[src/rtl/imm_encoder_pkg.sv]
// Shared constants and enum types for the immediate encoder and its classifier.
package imm_pkg;

    localparam int W_SHORT = 10;
    localparam int W_MID   = 12;
    localparam int W_LONG  = 20;
    localparam int FIELD_W = 24;

    localparam logic [1:0] IMM_SRC_SHORT = 2'd0;
    localparam logic [1:0] IMM_SRC_MID   = 2'd1;
    localparam logic [1:0] IMM_SRC_LONG  = 2'd2;

    typedef enum logic [1:0] {
        ST_IDLE     = 2'd0,
        ST_EMIT_ONE = 2'd1,
        ST_EMIT_HI  = 2'd2,
        ST_EMIT_LO  = 2'd3
    } imm_state_e;

    typedef enum logic [1:0] {
        CLS_SHORT = 2'd0,
        CLS_MID   = 2'd1,
        CLS_LONG  = 2'd2,
        CLS_SPLIT = 2'd3
    } imm_class_e;

endpackage

[src/rtl/imm_encoder_classify.sv]
// Picks the narrowest unsigned immediate format that holds a 32-bit value.
module imm_classify
    import imm_pkg::*;
(
    input  logic [31:0] i_value,
    output imm_class_e  o_class
);

    always_comb begin
        if (i_value[31:W_SHORT] == '0) begin
            o_class = CLS_SHORT;
        end else if (i_value[31:W_MID] == '0) begin
            o_class = CLS_MID;
        end else if (i_value[31:W_LONG] == '0) begin
            o_class = CLS_LONG;
        end else begin
            o_class = CLS_SPLIT;
        end
    end

endmodule

[src/rtl/imm_encoder.sv]
// Encodes a 32-bit constant into one immediate beat or an upper/lower pair.
// Build option: IMM_ENCODER_SKIP_ZERO_LO_EN drops the lower beat when value[11:0] is zero.
module imm_encoder
    import imm_pkg::*;
(
    input  logic               clk,
    input  logic               rst_n,
    input  logic               in_valid,
    output logic               in_ready,
    input  logic [31:0]        in_value,
    output logic               out_valid,
    input  logic               out_ready,
    output logic [1:0]         out_imm_src,
    output logic [FIELD_W-1:0] out_field,
    output logic               out_upper,
    output logic               out_last,
    output logic               busy
);

`ifdef IMM_ENCODER_SKIP_ZERO_LO_EN
    localparam bit SKIP_ZERO_LO = 1'b1;
`else
    localparam bit SKIP_ZERO_LO = 1'b0;
`endif

    imm_state_e         r_state;
    imm_class_e         r_class;
    logic [31:0]        r_value;
    logic               r_out_valid;
    logic [1:0]         r_out_imm_src;
    logic [FIELD_W-1:0] r_out_field;
    logic               r_out_upper;
    logic               r_out_last;
    logic               r_busy;

    imm_class_e         w_in_class;
    imm_state_e         w_nstate;
    imm_class_e         w_nclass;
    logic [31:0]        w_nvalue;
    logic               w_accept;
    logic               w_fire;
    logic               w_hi_only_cur;
    logic               w_hi_only_nxt;
    logic               w_nvalid;
    logic [1:0]         w_nsrc;
    logic [FIELD_W-1:0] w_nfield;
    logic               w_nupper;
    logic               w_nlast;

    imm_classify u_classify (
        .i_value (in_value),
        .o_class (w_in_class)
    );

    assign w_fire   = r_out_valid && out_ready;
    assign in_ready = (r_state == ST_IDLE) || (w_fire && r_out_last);
    assign w_accept = in_valid && in_ready;

    assign w_hi_only_cur = SKIP_ZERO_LO && (r_value[11:0] == 12'd0);
    assign w_hi_only_nxt = SKIP_ZERO_LO && (w_nvalue[11:0] == 12'd0);

    // Next state: a final-beat transfer either reloads from the input or idles.
    always_comb begin
        w_nstate = r_state;
        w_nclass = r_class;
        w_nvalue = r_value;
        case (r_state)
            ST_IDLE: ;
            ST_EMIT_HI: begin
                if (w_fire && !w_hi_only_cur) begin
                    w_nstate = ST_EMIT_LO;
                end else if (w_fire) begin
                    w_nstate = ST_IDLE;
                end
            end
            default: begin
                if (w_fire) begin
                    w_nstate = ST_IDLE;
                end
            end
        endcase
        if (w_accept) begin
            w_nvalue = in_value;
            w_nclass = w_in_class;
            w_nstate = (w_in_class == CLS_SPLIT) ? ST_EMIT_HI : ST_EMIT_ONE;
        end
    end

    // Output values for the upcoming state, so every out_* comes straight from a flop.
    always_comb begin
        w_nvalid = 1'b0;
        w_nsrc   = 2'd0;
        w_nfield = '0;
        w_nupper = 1'b0;
        w_nlast  = 1'b0;
        case (w_nstate)
            ST_EMIT_ONE: begin
                w_nvalid = 1'b1;
                w_nlast  = 1'b1;
                case (w_nclass)
                    CLS_SHORT: begin
                        w_nsrc   = IMM_SRC_SHORT;
                        w_nfield = FIELD_W'(w_nvalue[W_SHORT-1:0]);
                    end
                    CLS_MID: begin
                        w_nsrc   = IMM_SRC_MID;
                        w_nfield = FIELD_W'(w_nvalue[W_MID-1:0]);
                    end
                    default: begin
                        w_nsrc   = IMM_SRC_LONG;
                        w_nfield = FIELD_W'(w_nvalue[W_LONG-1:0]);
                    end
                endcase
            end
            ST_EMIT_HI: begin
                w_nvalid = 1'b1;
                w_nsrc   = IMM_SRC_LONG;
                w_nfield = FIELD_W'(w_nvalue[31:12]);
                w_nupper = 1'b1;
                w_nlast  = w_hi_only_nxt;
            end
            ST_EMIT_LO: begin
                w_nvalid = 1'b1;
                w_nsrc   = IMM_SRC_MID;
                w_nfield = FIELD_W'(w_nvalue[11:0]);
                w_nlast  = 1'b1;
            end
            default: ;
        endcase
    end

    always_ff @(posedge clk or negedge rst_n) begin
        if (!rst_n) begin
            r_state       <= ST_IDLE;
            r_class       <= CLS_SHORT;
            r_value       <= '0;
            r_out_valid   <= 1'b0;
            r_out_imm_src <= 2'd0;
            r_out_field   <= '0;
            r_out_upper   <= 1'b0;
            r_out_last    <= 1'b0;
            r_busy        <= 1'b0;
        end else begin
            r_state       <= w_nstate;
            r_class       <= w_nclass;
            r_value       <= w_nvalue;
            r_out_valid   <= w_nvalid;
            r_out_imm_src <= w_nsrc;
            r_out_field   <= w_nfield;
            r_out_upper   <= w_nupper;
            r_out_last    <= w_nlast;
            r_busy        <= (w_nstate != ST_IDLE);
        end
    end

    assign out_valid   = r_out_valid;
    assign out_imm_src = r_out_imm_src;
    assign out_field   = r_out_field;
    assign out_upper   = r_out_upper;
    assign out_last    = r_out_last;
    assign busy        = r_busy;

endmodule
[config.mk]
export PLATFORM = sky130hd
export DESIGN_NAME = imm_encoder
export DESIGN_NICKNAME = d
export VERILOG_FILES = /design/src/rtl/imm_encoder_pkg.sv /design/src/rtl/imm_encoder_classify.sv /design/src/rtl/imm_encoder.sv
export SDC_FILE = /design/constraint.sdc
export NUM_CORES = 1
export LEC_CHECK = 0
export CORE_ASPECT_RATIO = 1.25
export CORE_MARGIN = 2
export CORE_UTILIZATION = 44
export CTS_CLUSTER_SIZE = 8
export DETAILED_ROUTE_END_ITERATION = 12
export PLACE_DENSITY_LB_ADDON = 0.1
export RECOVER_POWER = 100
export SLEW_MARGIN = 20
export SYNTH_ARGS = -nofsm -noshare
export SYNTH_HDL_FRONTEND = slang
export SYNTH_SLANG_ARGS = --single-unit
[constraint.sdc]
create_clock -name clk -period 1.5 [get_ports clk]
set_input_delay 0.3 -clock clk [delete_from_list [all_inputs] [get_ports clk]]
set_output_delay 0.3 -clock clk [all_outputs]
set_load 0.005 [all_outputs]
==> results of run 1 <==
==> critical path, stage by stage (launching register included) <==
cell,delay [ns]
dfrtp_1,0.39
buf_6,0.12
nor3b_4,0.04
a31oi_4,0.30
buf_8,0.22
mux2i_4,0.25
buf_4,0.14
o22ai_2,0.07
==> registers in the layout, summed over array words and instances, names as in the netlist <==
name         count
out_field       20
r_class          2
r_value         32
out_upper        1
r_state          2
out_imm_src      2
busy             1
out_last         1
==> path summary, 6_finish.rpt <==
kind | end | slack [ns]
setup / recovery | out_field[0] | -0.14
hold / removal | r_value[22] | 0.28
setup reg to reg | out_field[0] | -0.14
hold reg to reg | r_value[10] | 0.47
max in group asynchronous | out_last | 0.27
min in group asynchronous | r_value[11] | 0.70
==> layer usage <==
| layer | vias up | track usage [%] | part of all wire, % |
|---|---|---|---|
| met5 | - | 0 | 0 |
| met4 | 0 | 12.0 | 3.7 |
| met1 | 963 | 25.2 | 42 |
| li1 | 926 | - | - |
| met3 | 16 | 3.36 | 3.4 |
| met2 | 51 | 30.1 | 51 |
==> layout make-up <==
type                       instances  area (um2)
timing repair buffer             112        1130
clock inverter                     2        10.0
inverter                          34         128
tap                               66        82.6
sequential                        61        1530
clock buffer                      13         149
multi-input combinational        103        1070
fill                             433        1640
==> synthesized netlist by cell type <==
cell / count
conb_1: 1
o32a_2: 1
o211ai_1: 1
a21boi_0: 1
o2111ai_1: 1
o221ai_2: 2
a21oi_1: 1
dfrtp_1: 61
o21bai_2: 1
nor4_1: 2
nor4_2: 1
nand4_1: 1
o31a_1: 1
buf_8: 1
mux2_2: 1
o22ai_1: 12
nor3b_4: 1
and2_4: 1
buf_4: 7
or4_1: 2
buf_6: 6
mux2i_1: 30
a31oi_1: 2
inv_1: 34
xnor2_1: 1
nand2b_1: 1
o221ai_1: 1
nand2_1: 13
nor2_1: 3
o21ai_0: 4
o22ai_2: 6
buf_2: 1
nand3_1: 5
and3_1: 1
a21o_1: 1
a31oi_4: 1
==> power groups by stage <==
stage / combinational, mW / sequential, mW / clock [mW]
2_1_floorplan: 2.12 / 2.73 / 0
3_3_place_gp: 3.65 / 2.72 / 0
3_5_place_dp: 3.71 / 2.73 / 0
4_1_cts: 4.03 / 2.73 / 1.25
5_1_grt: 4.82 / 2.84 / 1.33
6_report: 4.46 / 2.78 / 1.21
==> cell families (layout without fill, tap and decap cells) <==
kind of cell	count (synthesis)	count (layout)	share of synthesized area [%]
XOR/XNOR	1	1	0.337
AND/OR/NAND/NOR	31	31	6.59
other	1	4	0.144
buffers and inverters	49	161	10.3
multiplexers	31	31	12.0
AO/OA/AOI/OAI	36	36	11.9
flip-flops	61	61	58.7
==> metrics by stage <==
step,setup WS (ns),hold slack (ns),util [%]
3_3_place_gp,-0.658,0.334,62.8
2_1_floorplan,-0.0690,0.00441,-
3_5_place_dp,-0.727,0.333,62.8
4_1_cts,-0.154,0.385,68.4
5_1_grt,-0.214,0.312,71.4
6_report,-0.138,0.279,71.4
==> repair_timing <==
| item | 4_1_cts | 5_1_grt |
|---|---|---|
| endpoints found under the setup margin | 54 | 66 |
| hold buffers | 1 | 0 |
| endpoints found under the hold margin | 61 | 0 |
| setup buffers | 4 | 1 |
| pin swaps | 5 | 7 |
| gates resized for setup | 40 | 43 |
| cloned | 0 | 2 |
==> metrics, run 1 <==
Starting Density 45.3%; final net count 357; largest net degree at the start of global routing between 60 and 70; worst hold path depth 3; crit path max fanout 8; Cell Pwr Density 2060 nW/um2; Max Clk Rate roughly 610 MHz; fin crit share 109%; largest cells by area after synthesis dfrtp_1 (59%), mux2i_1 (12%), inv_1 (4.9%); H-tree lvl count 3; Sw Share approximately a third; Vert. Die Dim 89.9 um; Clock Skew between 0.004 and 0.005 ns; RSZ-0062 raised after global routing true; drt via density 5.00; Slew Limit Headroom 46.1%; most frequent cells in the layout dfrtp_1 (61), clkdlybuf4s50_1 (38), buf_4 (33); design area about 4100 um2; Total Wirelength just over 6000 um; average routed wire per standard cell between 15 and 20 um; Clock transition at path regs ~0.06 ns; Post-Syn Instances 210; I/O pin cnt 67; total gr overflow 0; status finished with violations; IO Port Bufs 62; vias in the first global route slightly above 2000; overall routing resource usage between 10% and 20%; core area 5740 um2; Clock power frac 14.3%; total clock sinks about 60; first-pass detailed-route iteration total 4; Comb power frac between 50% and 60%; die width around 73 um; Critical Path Start r_state[0]; WS Path Type flip-flop to flip-flop; Final min period between 1.5 and 2 ns; Setup violations, final 51; routability cong. 0.781; FF+latch count, synth slightly above 60; YS warnings 0; failing checks setup timing; Synth area leader dfrtp_1; initial antenna violation count 0; share of cells above drive strength 1 35.4%; RR Startpoint r_state[0]; most common cell after layout, fill and taps aside dfrtp_1; Hold Vio Cnt, Final 0; DRT iter0 DRCs 122; dpl cells 369; Leakage 1.98 nW; PnR worst setup slack -0.138 ns; CTS Buffer Depth 2; total CTS buffers 9; internal power between 5 and 6 mW; Root Driver clkbuf_8; worst slew pin tran slightly above 0.8 ns; maxcap violations 0; Reg power frac approximately 33%; # diodes 0; DIE AREA approximately 6500 um2; Layout area overhead 57.7%; Critical Path AT around 1.9 ns; first-pass GRT wire length 9570 um; peak supply drop approximately 1.3 mV; Std-Cell Rows 31; clk_lat worst skew ~0.34 ns; max-slew violation count 0; HP Class primary input to flip-flop; post-route ant nets 0; Vias 1956; Hold Crit Start in_value[22]; Yosys top cell area share between 50 and 60%; WP data required between 1.5 and 2 ns; TritonCTS clock tree yes; DP Wirelength 3950 um; worst reg-to-reg path cell count 7; Placed Area between 3000 and 4000 um2; final setup TNS -3.36 ns; Crit. End Element flip-flop; Yosys cell types 36; register area share after synthesis between 50% and 60%; fin cells a little under 400; Avg Cell Area, Syn 12.4 um2; drt drc 0; Net Switching roughly 2.8 mW; Critical Path Start Type flip-flop; Syn Std Cell Area about 2600 um2; Design Power ~8.5 mW
Note: power is estimated with default switching activity, not from simulation.
==> inputs of run 2 (changes only) <==
--- a/config.mk
+++ b/config.mk
@@ -10,6 +10,7 @@
 export CORE_UTILIZATION = 44
 export CTS_CLUSTER_SIZE = 8
 export DETAILED_ROUTE_END_ITERATION = 12
+export HOLD_SLACK_MARGIN = 0.02
 export PLACE_DENSITY_LB_ADDON = 0.1
 export RECOVER_POWER = 100
 export SLEW_MARGIN = 20
==> results of run 2 <==
Same layout as run 1: the final DEF is identical, and so are final timing and power.
==> inputs of run 3 (changes only) <==
--- a/config.mk
+++ b/config.mk
@@ -10,6 +10,7 @@
 export CORE_UTILIZATION = 44
 export CTS_CLUSTER_SIZE = 8
 export DETAILED_ROUTE_END_ITERATION = 12
+export GPL_TIMING_DRIVEN = 0
 export HOLD_SLACK_MARGIN = 0.02
 export PLACE_DENSITY_LB_ADDON = 0.1
 export RECOVER_POWER = 100
==> run 3 against run 2 <==
Sequential share of layout area shrank 0.97 points. Cell area grew 2.7%. The flow still finishes with violations (setup timing). First-iteration DRC count shrank 27%. Hold slack gained 0.035 ns. Maximum frequency shrank 2.8%. Core utilization grew 2.0 points. Routed wire length grew 7.9%. Highest routed layer unchanged. Die area is the same. Critical path type unchanged. Global-route usage grew 2.2 points. Clock skew grew 0.0022 ns.
==> metrics, run 3 (same netlist as run 1, synthesis figures left out) <==
WP data required 1.72 ns (about the same); post-route ant nets 0 (unchanged); I/O pin cnt 67 (unchanged); post-layout util 73.4% (+2.0 points); Clock Skew 0.00690 ns (+0.00225 ns); Vias 1961 (+0.26%); DRT iter0 DRCs 89 (-27%); Starting Density 45.3% (unchanged); total gr overflow 0 (unchanged); average routed wire per standard cell 17.2 um (+10%); routability cong. 0.794 (+1.7%); Fillers 400 (-7.6%); die width 72.8 um (unchanged); Leakage 1.88 nW (-5.1%); maxcap violations 0 (unchanged); RSZ-0062 raised after global routing true; peak supply drop 1.10 mV (-13%); largest net degree at the start of global routing 48 (-23%); H-tree lvl count 3 (unchanged); Clock transition at path regs 0.07 ns (about the same); initial antenna violation count 0 (unchanged); Design Power 9.04 mW (+7.0%); vias in the first global route 2069 (+2.5%); overall routing resource usage 21.7% (+2.2 points); Setup violations, final 53 (+3.9%); WS Path Type flip-flop to flip-flop; Hold Vio Cnt, Final 0 (unchanged); first-pass GRT wire length 10600 um (+11%); clk_lat worst skew 0.33 ns (about the same); DIE AREA 6540 um2 (unchanged); Crit-path slowest cell dfrtp_1; Place WS -0.716 ns (+0.0109 ns); Root Driver clkbuf_8; Max Clk Rate 594 MHz (-2.8%); Final min period 1.68 ns (+0.0465 ns); Layout area overhead 62.0%; max FFs per register 32 (unchanged); share of cells above drive strength 1 37.2% (+1.8 points); drt drc 0 (unchanged); Std-Cell Rows 31 (unchanged); fin crit share 112% (+3.1 points); most common cell after layout, fill and taps aside dfrtp_1; CP most frequent cell buf_12; final net count 349 (-2.2%); HP Class primary input to flip-flop; IO Port Bufs 62 (unchanged); drt via density 5.12 (+2.3%); core area 5740 um2 (unchanged); max-slew violation count 0 (unchanged); worst slew pin tran 0.928 ns (+0.120 ns); PnR worst setup slack -0.185 ns (-0.0465 ns); most frequent cells in the layout dfrtp_1 (60), inv_1 (29), clkdlybuf4s50_1 (28); status finished with violations; total clock sinks 61 (unchanged); Vert. Die Dim 89.9 um (unchanged); Largest Register r_value; first-pass detailed-route iteration total 4 (unchanged); Worst path max stage delay 0.38 ns (about the same); DP Wirelength 3880 um (-2.0%); failing checks setup timing; Slew Limit Headroom 38.1% (-8.0 points); Crit. End Element flip-flop; total CTS buffers 9 (unchanged); # diodes 0 (unchanged); TritonCTS clock tree yes; Critical Path Start Type flip-flop; Critical Path AT 1.90 ns (+0.04 ns); Total Wirelength 6570 um (+7.9%); Cell Pwr Density 2150 nW/um2 (+4.1%); crit-path cells and2_4 -> buf_12 -> a31oi_4 -> buf_6 -> buf_12 -> mux2i_4 -> o22ai_2; crit path max fanout 9 (+1); CTS Buffer Depth 2 (unchanged)
==> run 3: path summary, 6_finish.rpt <==
kind                                   start       endpoint  slack (ns)  depth (start not counted)
worst max register to register          busy  out_field[19]       -0.18                          7
max in group asynchronous              rst_n     r_value[6]        0.14                          3
min in group asynchronous              rst_n    r_value[11]        0.62                          2
worst max-delay path                    busy  out_field[19]       -0.18                          7
worst min register to register   r_value[11]    r_value[11]        0.48                          2
worst min-delay path            in_value[14]    r_value[14]        0.31                          3
==> run 3: power by group <==
part	leakage (nW)	internal, mW	total, mW	switching (mW)
Sequential	0.732	2.44	2.89	0.447
Combinational	1.06	2.83	4.93	2.10
Clock	0.0833	0.632	1.23	0.597
Total	1.88	5.90	9.04	3.14
==> run 3: what timing repair did <==
action / CTS / global route
buffers inserted: 16 / 7
resized for setup: 94 / 39
cloned: 4 / 0
endpoints found under the hold margin: 14 / 0
hold buffers: 1 / 0
endpoints found under the setup margin: 65 / 68
pin swaps: 15 / 8
==> run 3: final cells by class <==
type	instances	area, um2	area share, %
Buffer	14	183	4.34
Clock buffer	13	149	3.53
Clock inverter	2	10.0	0.238
Inverter	34	128	3.03
Multi-Input combinational cell	103	1250	29.8
Sequential cell	61	1530	36.3
Tap cell	66	82.6	1.96
Timing Repair Buffer	90	878	20.8
==> run 3: routing by layer <==
| metal | up-vias | part of all wire, % | track usage, % | routed length (um) |
|---|---|---|---|---|
| met1 | 976 | 43 | 28.5 | 2800 |
| met4 | 0 | 1.6 | 7.10 | 105 |
| met2 | 60 | 52 | 34.8 | 3410 |
| li1 | 915 | - | - | - |
| met3 | 10 | 3.9 | 5.61 | 257 |
| met5 | - | 0 | 0 | 0 |
==> run 3: per-stage QoR <==
| step | area (um2) | hold WS (ns) | setup TNS, ns | cells |
|---|---|---|---|---|
| 3_5_place_dp | 3390 | 0.176 | -35.78 | 342 |
| 3_3_place_gp | 3370 | 0.450 | -144.93 | 341 |
| 6_report | 4210 | 0.314 | -6.03 | 383 |
| 2_1_floorplan | 2660 | 0.00441 | -0.995 | 213 |
| 4_1_cts | 4050 | 0.367 | -6.02 | 378 |
| 5_1_grt | 4210 | 0.318 | -11.75 | 383 |
==> run 3: critical path, delay by kind of cell (launching register included) <==
kind,cells,cell delay (ns)
and+or+nand+nor,1,0.16
AOI/OAI and AO/OA,2,0.30
muxes,1,0.26
DFF,1,0.38
buffers and inverters,3,0.46
